<file path="src/rtl/ifetch_unit.sv">
// Instruction fetch unit: issues one word-aligned fetch at a time into a small
// prefetch FIFO, and flushes the FIFO and redirects the fetch stream on a taken branch.
module ifetch_unit #(
  parameter logic [31:0] RESET_PC = 32'h0000_0000,
  parameter int          DEPTH    = 2
) (
  input  logic        clk,
  input  logic        rst_n,
  output logic        imem_req_valid,
  input  logic        imem_req_ready,
  output logic [31:0] imem_req_addr,
  input  logic        imem_resp_valid,
  input  logic [31:0] imem_resp_data,
  output logic        inst_valid,
  input  logic        inst_ready,
  output logic [31:0] inst,
  output logic [31:0] inst_pc,
  input  logic        redirect_valid,
  input  logic [31:0] redirect_pc
);
  localparam int PW = $clog2(DEPTH);
  localparam int CW = PW + 1;

  typedef enum logic [1:0] {IDLE, WAIT, DROP} state_e;

  state_e                   state_q, state_d;
  logic [31:0]              fetch_pc_q, fetch_pc_d;
  logic [31:0]              req_pc_q, req_pc_d;
  logic [CW-1:0]            count_q, count_d;
  logic [PW-1:0]            wr_ptr_q, wr_ptr_d, rd_ptr_q, rd_ptr_d;
  logic [DEPTH-1:0][31:0]   data_q, data_d, pc_q, pc_d;
  logic                     fire, push, pop;

  // A request is never offered in the redirect cycle, so a stale fetch_pc cannot escape.
  assign imem_req_valid = rst_n && (state_q == IDLE) && (count_q < CW'(DEPTH)) && !redirect_valid;
  assign imem_req_addr  = {fetch_pc_q[31:2], 2'b00};
  assign inst_valid     = (count_q != '0);
  assign inst           = data_q[rd_ptr_q];
  assign inst_pc        = pc_q[rd_ptr_q];

  assign fire = imem_req_valid && imem_req_ready;
  assign push = (state_q == WAIT) && imem_resp_valid && !redirect_valid;
  assign pop  = inst_valid && inst_ready && !redirect_valid;

  always_comb begin
    state_d = state_q;
    unique case (state_q)
      IDLE: if (fire) state_d = WAIT;
      WAIT: begin
        if (imem_resp_valid)     state_d = IDLE;
        else if (redirect_valid) state_d = DROP;
      end
      DROP: if (imem_resp_valid) state_d = IDLE;
      default: state_d = IDLE;
    endcase
  end

  always_comb begin
    fetch_pc_d = fetch_pc_q;
    req_pc_d   = req_pc_q;
    count_d    = count_q;
    wr_ptr_d   = wr_ptr_q;
    rd_ptr_d   = rd_ptr_q;
    data_d     = data_q;
    pc_d       = pc_q;
    if (fire) begin
      req_pc_d   = fetch_pc_q;
      fetch_pc_d = fetch_pc_q + 32'd4;
    end
    if (push) begin
      data_d[wr_ptr_q] = imem_resp_data;
      pc_d[wr_ptr_q]   = req_pc_q;
      wr_ptr_d         = wr_ptr_q + PW'(1);
    end
    if (pop) rd_ptr_d = rd_ptr_q + PW'(1);
    count_d = count_q + CW'(push) - CW'(pop);
    // Flush overrides everything else this cycle, including a concurrent pop.
    if (redirect_valid) begin
      fetch_pc_d = {redirect_pc[31:2], 2'b00};
      count_d    = '0;
      wr_ptr_d   = '0;
      rd_ptr_d   = '0;
    end
  end

  always_ff @(posedge clk or negedge rst_n) begin
    if (!rst_n) begin
      state_q    <= IDLE;
      fetch_pc_q <= RESET_PC;
      req_pc_q   <= '0;
      count_q    <= '0;
      wr_ptr_q   <= '0;
      rd_ptr_q   <= '0;
      data_q     <= '0;
      pc_q       <= '0;
    end else begin
      state_q    <= state_d;
      fetch_pc_q <= fetch_pc_d;
      req_pc_q   <= req_pc_d;
      count_q    <= count_d;
      wr_ptr_q   <= wr_ptr_d;
      rd_ptr_q   <= rd_ptr_d;
      data_q     <= data_d;
      pc_q       <= pc_d;
    end
  end
endmodule

</file>
<file path="config.mk">
export PLATFORM = sky130hd
export DESIGN_NAME = ifetch_unit
export DESIGN_NICKNAME = d
export VERILOG_FILES = /design/src/rtl/ifetch_unit.sv
export SDC_FILE = /design/constraint.sdc
export NUM_CORES = 1
export LEC_CHECK = 0
export CAP_MARGIN = 30
export CORE_MARGIN = 8
export CORE_UTILIZATION = 33
export DETAILED_ROUTE_END_ITERATION = 6
export PLACE_DENSITY = 0.58
export SYNTH_ARGS = -nofsm -noshare
export SYNTH_HDL_FRONTEND = slang
export SYNTH_SLANG_ARGS = --single-unit
</file>
<file path="constraint.sdc">
create_clock -name clk -period 2 [get_ports clk]
set_input_delay 0.4 -clock clk [delete_from_list [all_inputs] [get_ports clk]]
set_output_delay 0.4 -clock clk [all_outputs]
set_load 0.03 [all_outputs]
</file>
# Yosys cells after proc, flatten, opt, wreduce, memory -nomap -nowiden
# Index checks and enable logic that the tools add are counted.
# totals
ff_bits	198
inputBits	70
out_inout_bits	98
# classes
add_sub_neg	5
magnitude_cmp	4
n_eq_ne	5
muxes	20
reduce_logical	16
# op_table
operator	count
$mux W32	7
$bwmux W64	2
$add A32 B3 Y32 const B	1
$demux W32 S1	1
$mux W2	5
$logic_and A1 B1 Y1	9
$reduce_bool A2 Y1	4
$pmux W2 S3	1
$lt A1 B2 Y1 const B	2
$mux W1	4
$ne A2 B2 Y1 const B	2
$ne A3 B3 Y1 const B	1
$reduce_and A3 Y1	1
$add A1 B1 Y1 const B	2
$add A2 B1 Y2	1
$eq A2 B1 Y1 const B	1
$eq A2 B2 Y1 const B	1
$logic_not A2 Y1	1
$lt A2 B2 Y1 const B	1
$sub A2 B1 Y2	1
$ge A1 B1 Y1 const B	1
$logic_not A1 Y1	1

# Depth between registers and ports, before layout
# depth
ltp_word	7
depth_mapped	9
depth_no_buf	8

# Least setup slack after synthesis
# OpenSTA, ideal clock, no wires.
# synth_path
path_type	reg2out
start	register count_q[1]
end	output imem_req_valid
arrival_ns	1.889
required_ns	1.600
setup_slack_ns	-0.289
path_stages_with_launch	5
cell_sequence	dfrtp_1 buf_6 or2_1 buf_6 nor4b_1
# synth_between
elab_chain_len	3
# synth_rtl
item	line	rtl
start: declaration	29	logic [CW-1:0] count_q, count_d;
start signal: assignment	100	count_q <= count_d;
$lt A2 B2 Y1	35	assign imem_req_valid = rst_n && (state_q == IDLE) && (count_q < CW'(DEPTH)) && !redirect_valid;
$logic_and A1 B1 Y1 (2 in a row)	35	
end: declaration	9	output logic imem_req_valid,
# No other way between the ends.

# Final worst setup path
# layout_path
start	register rd_ptr_q
end	output inst_pc[21]
# layout_between
elab_chain_len	2
# layout_rtl
item	line	rtl
start: declaration	30	logic [PW-1:0] wr_ptr_q, wr_ptr_d, rd_ptr_q, rd_ptr_d;
start signal: assignment	102	rd_ptr_q <= rd_ptr_d;
$mux W32 (implied by the code) (2 in a row)	39	assign inst_pc = pc_q[rd_ptr_q];
end: declaration	17	output logic [31:0] inst_pc,
# No other way between the ends. The select of a mux whose other input is x is not followed.

==> summary.txt <==
Die
  – Std-Cell Core Area: 0.02576 mm^2
  – Die ar.: 0.03141 mm^2
  – # rows: 59
  – Ports: 168
  – Chip width: 177.2 um
  – Height of the chip: 177.2 um
  – Initial Utilization: 33.30%

Clock tree
  – CTS H-tree depth: 4
  – CTS tree: built
  – Cts hold-fix bufs: 0
  – Clock transition at the registers of the reported paths: 70 ps
  – Worst-Skew Late Latency: 430 ps
  – Clk buf depth: 2
  – CTS root buf: clkbuf_16
  – Num CTS Buffers: 17
  – TritonCTS Sinks: 190

STA
  – Min setup slack post-route: -103.1 ps
  – Unrepaired setup endpoints after global routing: true
  – TNS Setup: -4667 ps
  – Fin. Hold Viols: 0
  – Min Tclk post-route: 2103 ps
  – Tcrit/Tclk final: 105.2%
  – Final Skew: 14.83 ps
  – Fmax achieved: 475.5 MHz
  – Final setup fails: 56
  – Final-report max-slew violation count: 0
  – Least-Margin Pin Slew: 870.4 ps
  – Slew margin rel.: 41.97%

Setup path
  – Register-to-Register Setup Slack: 100 ps
  – Crit path max-delay family: buffers and inverters
  – Worst path max stage delay: 410 ps
  – CP max FO: 6
  – Crit path required time: 1600 ps
  – Worst path cell trace: buf_12 > buf_12 > buf_8 > mux2_4 > buf_6
  – Most frequent CP cell: buf_12
  – Worst EP arrival: 1700 ps
  – Startpoint types: register
  – Kind of critical path: reg2out
  – RR Endpoint: fetch_pc_q[27]$_DFFE_PN0P_
  – Crit end category: primary output
  – Reg2Reg Depth: 7
  – Crit-path slowest cell: dfrtp_2
  – WP buf/inv: 4
  – Worst r2r src: count_q[1]$_DFF_PN0_

Place
  – Detailed placer's ending HPWL: 16360 um
  – Post-placement cell count: 1221
  – Number of I/O port buffers: 161
  – GPL Wtd Cong: 0.7982

Routing
  – Routed Antenna Nets: 0
  – Pre-antenna DRT Iters: 5
  – DR WL/cell: 18.37 um
  – DR DRC count: 0
  – DRT iter0 DRCs: 406
  – Vias/cell: 4.958
  – Vias: 6327
  – WL final: 23440 um

Finish
  – Layout cells sized above 1: 41.34%
  – # diodes: 0
  – Area delta synth->final: 41.30%
  – Post-Layout Cell Count: 1276
  – Fillcell total: 2351
  – Layout net count: 1001
  – Final core occ: 47.05%

Logic synthesis
  – Synth Area per Inst: 12.22 um^2
  – Top cells by count, synth: 190 x dfrtp_1, 186 x mux2_2, 125 x nand2_1
  – Sequential fraction of the synthesis area: 55.42%
  – Top-count cell post-synth: dfrtp_1
  – Cells after Synth: 702
  – Synth warnings: 0
  – Mapped Area: 0.008579 mm^2
  – Async SR Flop Fraction: 100.0%
  – Netlist cell types: 45
  – Number of synthesized flops with an enable pin: 0
  – Primary FF master, synth: dfrtp_1
  – FF+latch count, synth: 190
  – Cell taking the most area after synthesis: dfrtp_1
  – Yosys top cell area share: 55.42%
  – Synth top area cells: dfrtp_1 55%, mux2_2 24%, nand2_1 5.5%

Global route
  – Pin count of the biggest net entering global routing: 163
  – Antenna violations before repair: 0
  – Aggregate global-route resource usage: 15.25%
  – Vias in the first global route: 6537
  – Gr ovfl total: 0
  – First-pass GRT wire length: 37650 um

Power and ir drop
  – Peak VDD IR: 0.5580 mV
  – Lkg Pwr: 5.754 nW
  – Pwr Total: 12.56 mW
  – PwrDens: 1036 mW/mm^2

Min path
  – Hold Crit Class: in2async

Flow run
  – # Max-Cap Violations: 0

Run status
  – Outcome: complete, but fails checks
  – Failing checks: setup timing
[kinds of logic (layout without fill, tap and decap cells)]
logic type	after synthesis	count (layout)	synth area share [%]
AND/OR/NAND/NOR	201	201	10.62
flip-flops	190	190	55.42
multiplexers	186	186	24.41
AO/OA/AOI/OAI	65	65	5.440
buffers and inverters	49	285	2.916
XOR/XNOR	7	7	0.7146
adder cells (fa/ha/maj)	3	3	0.4376
other	1	4	0.04371
[state kept, by name (all words and copies together), names as in the netlist]
name / flops
data_q: 64
pc_q: 60
fetch_pc_q: 30
req_pc_q: 30
count_q: 2
state_q: 2
rd_ptr_q: 1
wr_ptr_q: 1
[report_power, final]
part / internal [mW] / switching [mW] / total [mW]
sequential: 4.55 / 0.423 / 4.98
clock: 1.78 / 1.56 / 3.34
combinational: 2.13 / 2.11 / 4.24
total: 8.46 / 4.09 / 12.6
[stage by stage]
stage / setup slack [ps] / hold WS (ps) / cell area, um^2
3_3_place_gp: -310.6 / 480.7 / 10960
6_report: -103.1 / 222.8 / 12120
3_5_place_dp: -414.8 / 485.7 / 10960
4_1_cts: -144.7 / 251.2 / 11760
2_1_floorplan: 3.309 / 104.4 / 8602
5_1_grt: -166.6 / 289.8 / 12120
[cell type report]
type	instances	area [um^2]	share of cell area (%)
Multi-Input combinational cell	466	3741	30.86
Clock inverter	13	127.6	1.053
Clock buffer	19	442.9	3.654
Sequential cell	190	4758	39.25
Timing Repair Buffer	249	2619	21.60
Inverter	4	15.01	0.1239
Tap cell	335	419.2	3.458
[worst max path at each step]
stage | from | to | slack (ps) | cells after the start
after floorplan | fetch_pc_q[2]$_DFFE_PN0P_ | fetch_pc_q[14]$_DFFE_PN0P_ | 3 | 8
after global placement | redirect_valid | imem_req_valid | -310 | 6
after detailed placement | redirect_valid | fetch_pc_q[16]$_DFFE_PN0P_ | -410 | 5
after CTS | rd_ptr_q$_DFFE_PN0P_ | inst_pc[3] | -140 | 5
after global routing | count_q[1]$_DFF_PN0_ | imem_req_valid | -170 | 5
final | rd_ptr_q$_DFFE_PN0P_ | inst_pc[21] | -100 | 5
[cells in the final DEF, fill, tap and decap left out, types with 14 or more instances in the layout]
master           Yosys  routed
buf_4               10      54
mux2_4               0      29
buf_6                3      76
clkbuf_16            0      19
dfrtp_1            190     187
mux2_2             186     157
nand2_1            125     125
nor2_1              19      18
dlygate4sd2_1        0      30
clkdlybuf4s50_1      0      65
nand3_1             20      19
o21ai_0             14      14
[what timing repair did]
item	CTS	global route
endpoints found under the setup margin	92	85
gates cloned	1	2
resized for setup	339	80
buffers inserted	15	6
pin swaps	2	0
[layer usage]
metal / wire length, um / global-route usage, %
met1: 10800 / 20.59
met3: 1690 / 4.480
met4: 245 / 4.098
met5: 0 / 0
met2: 10700 / 23.47
Power figures use the tool's default switching activity.
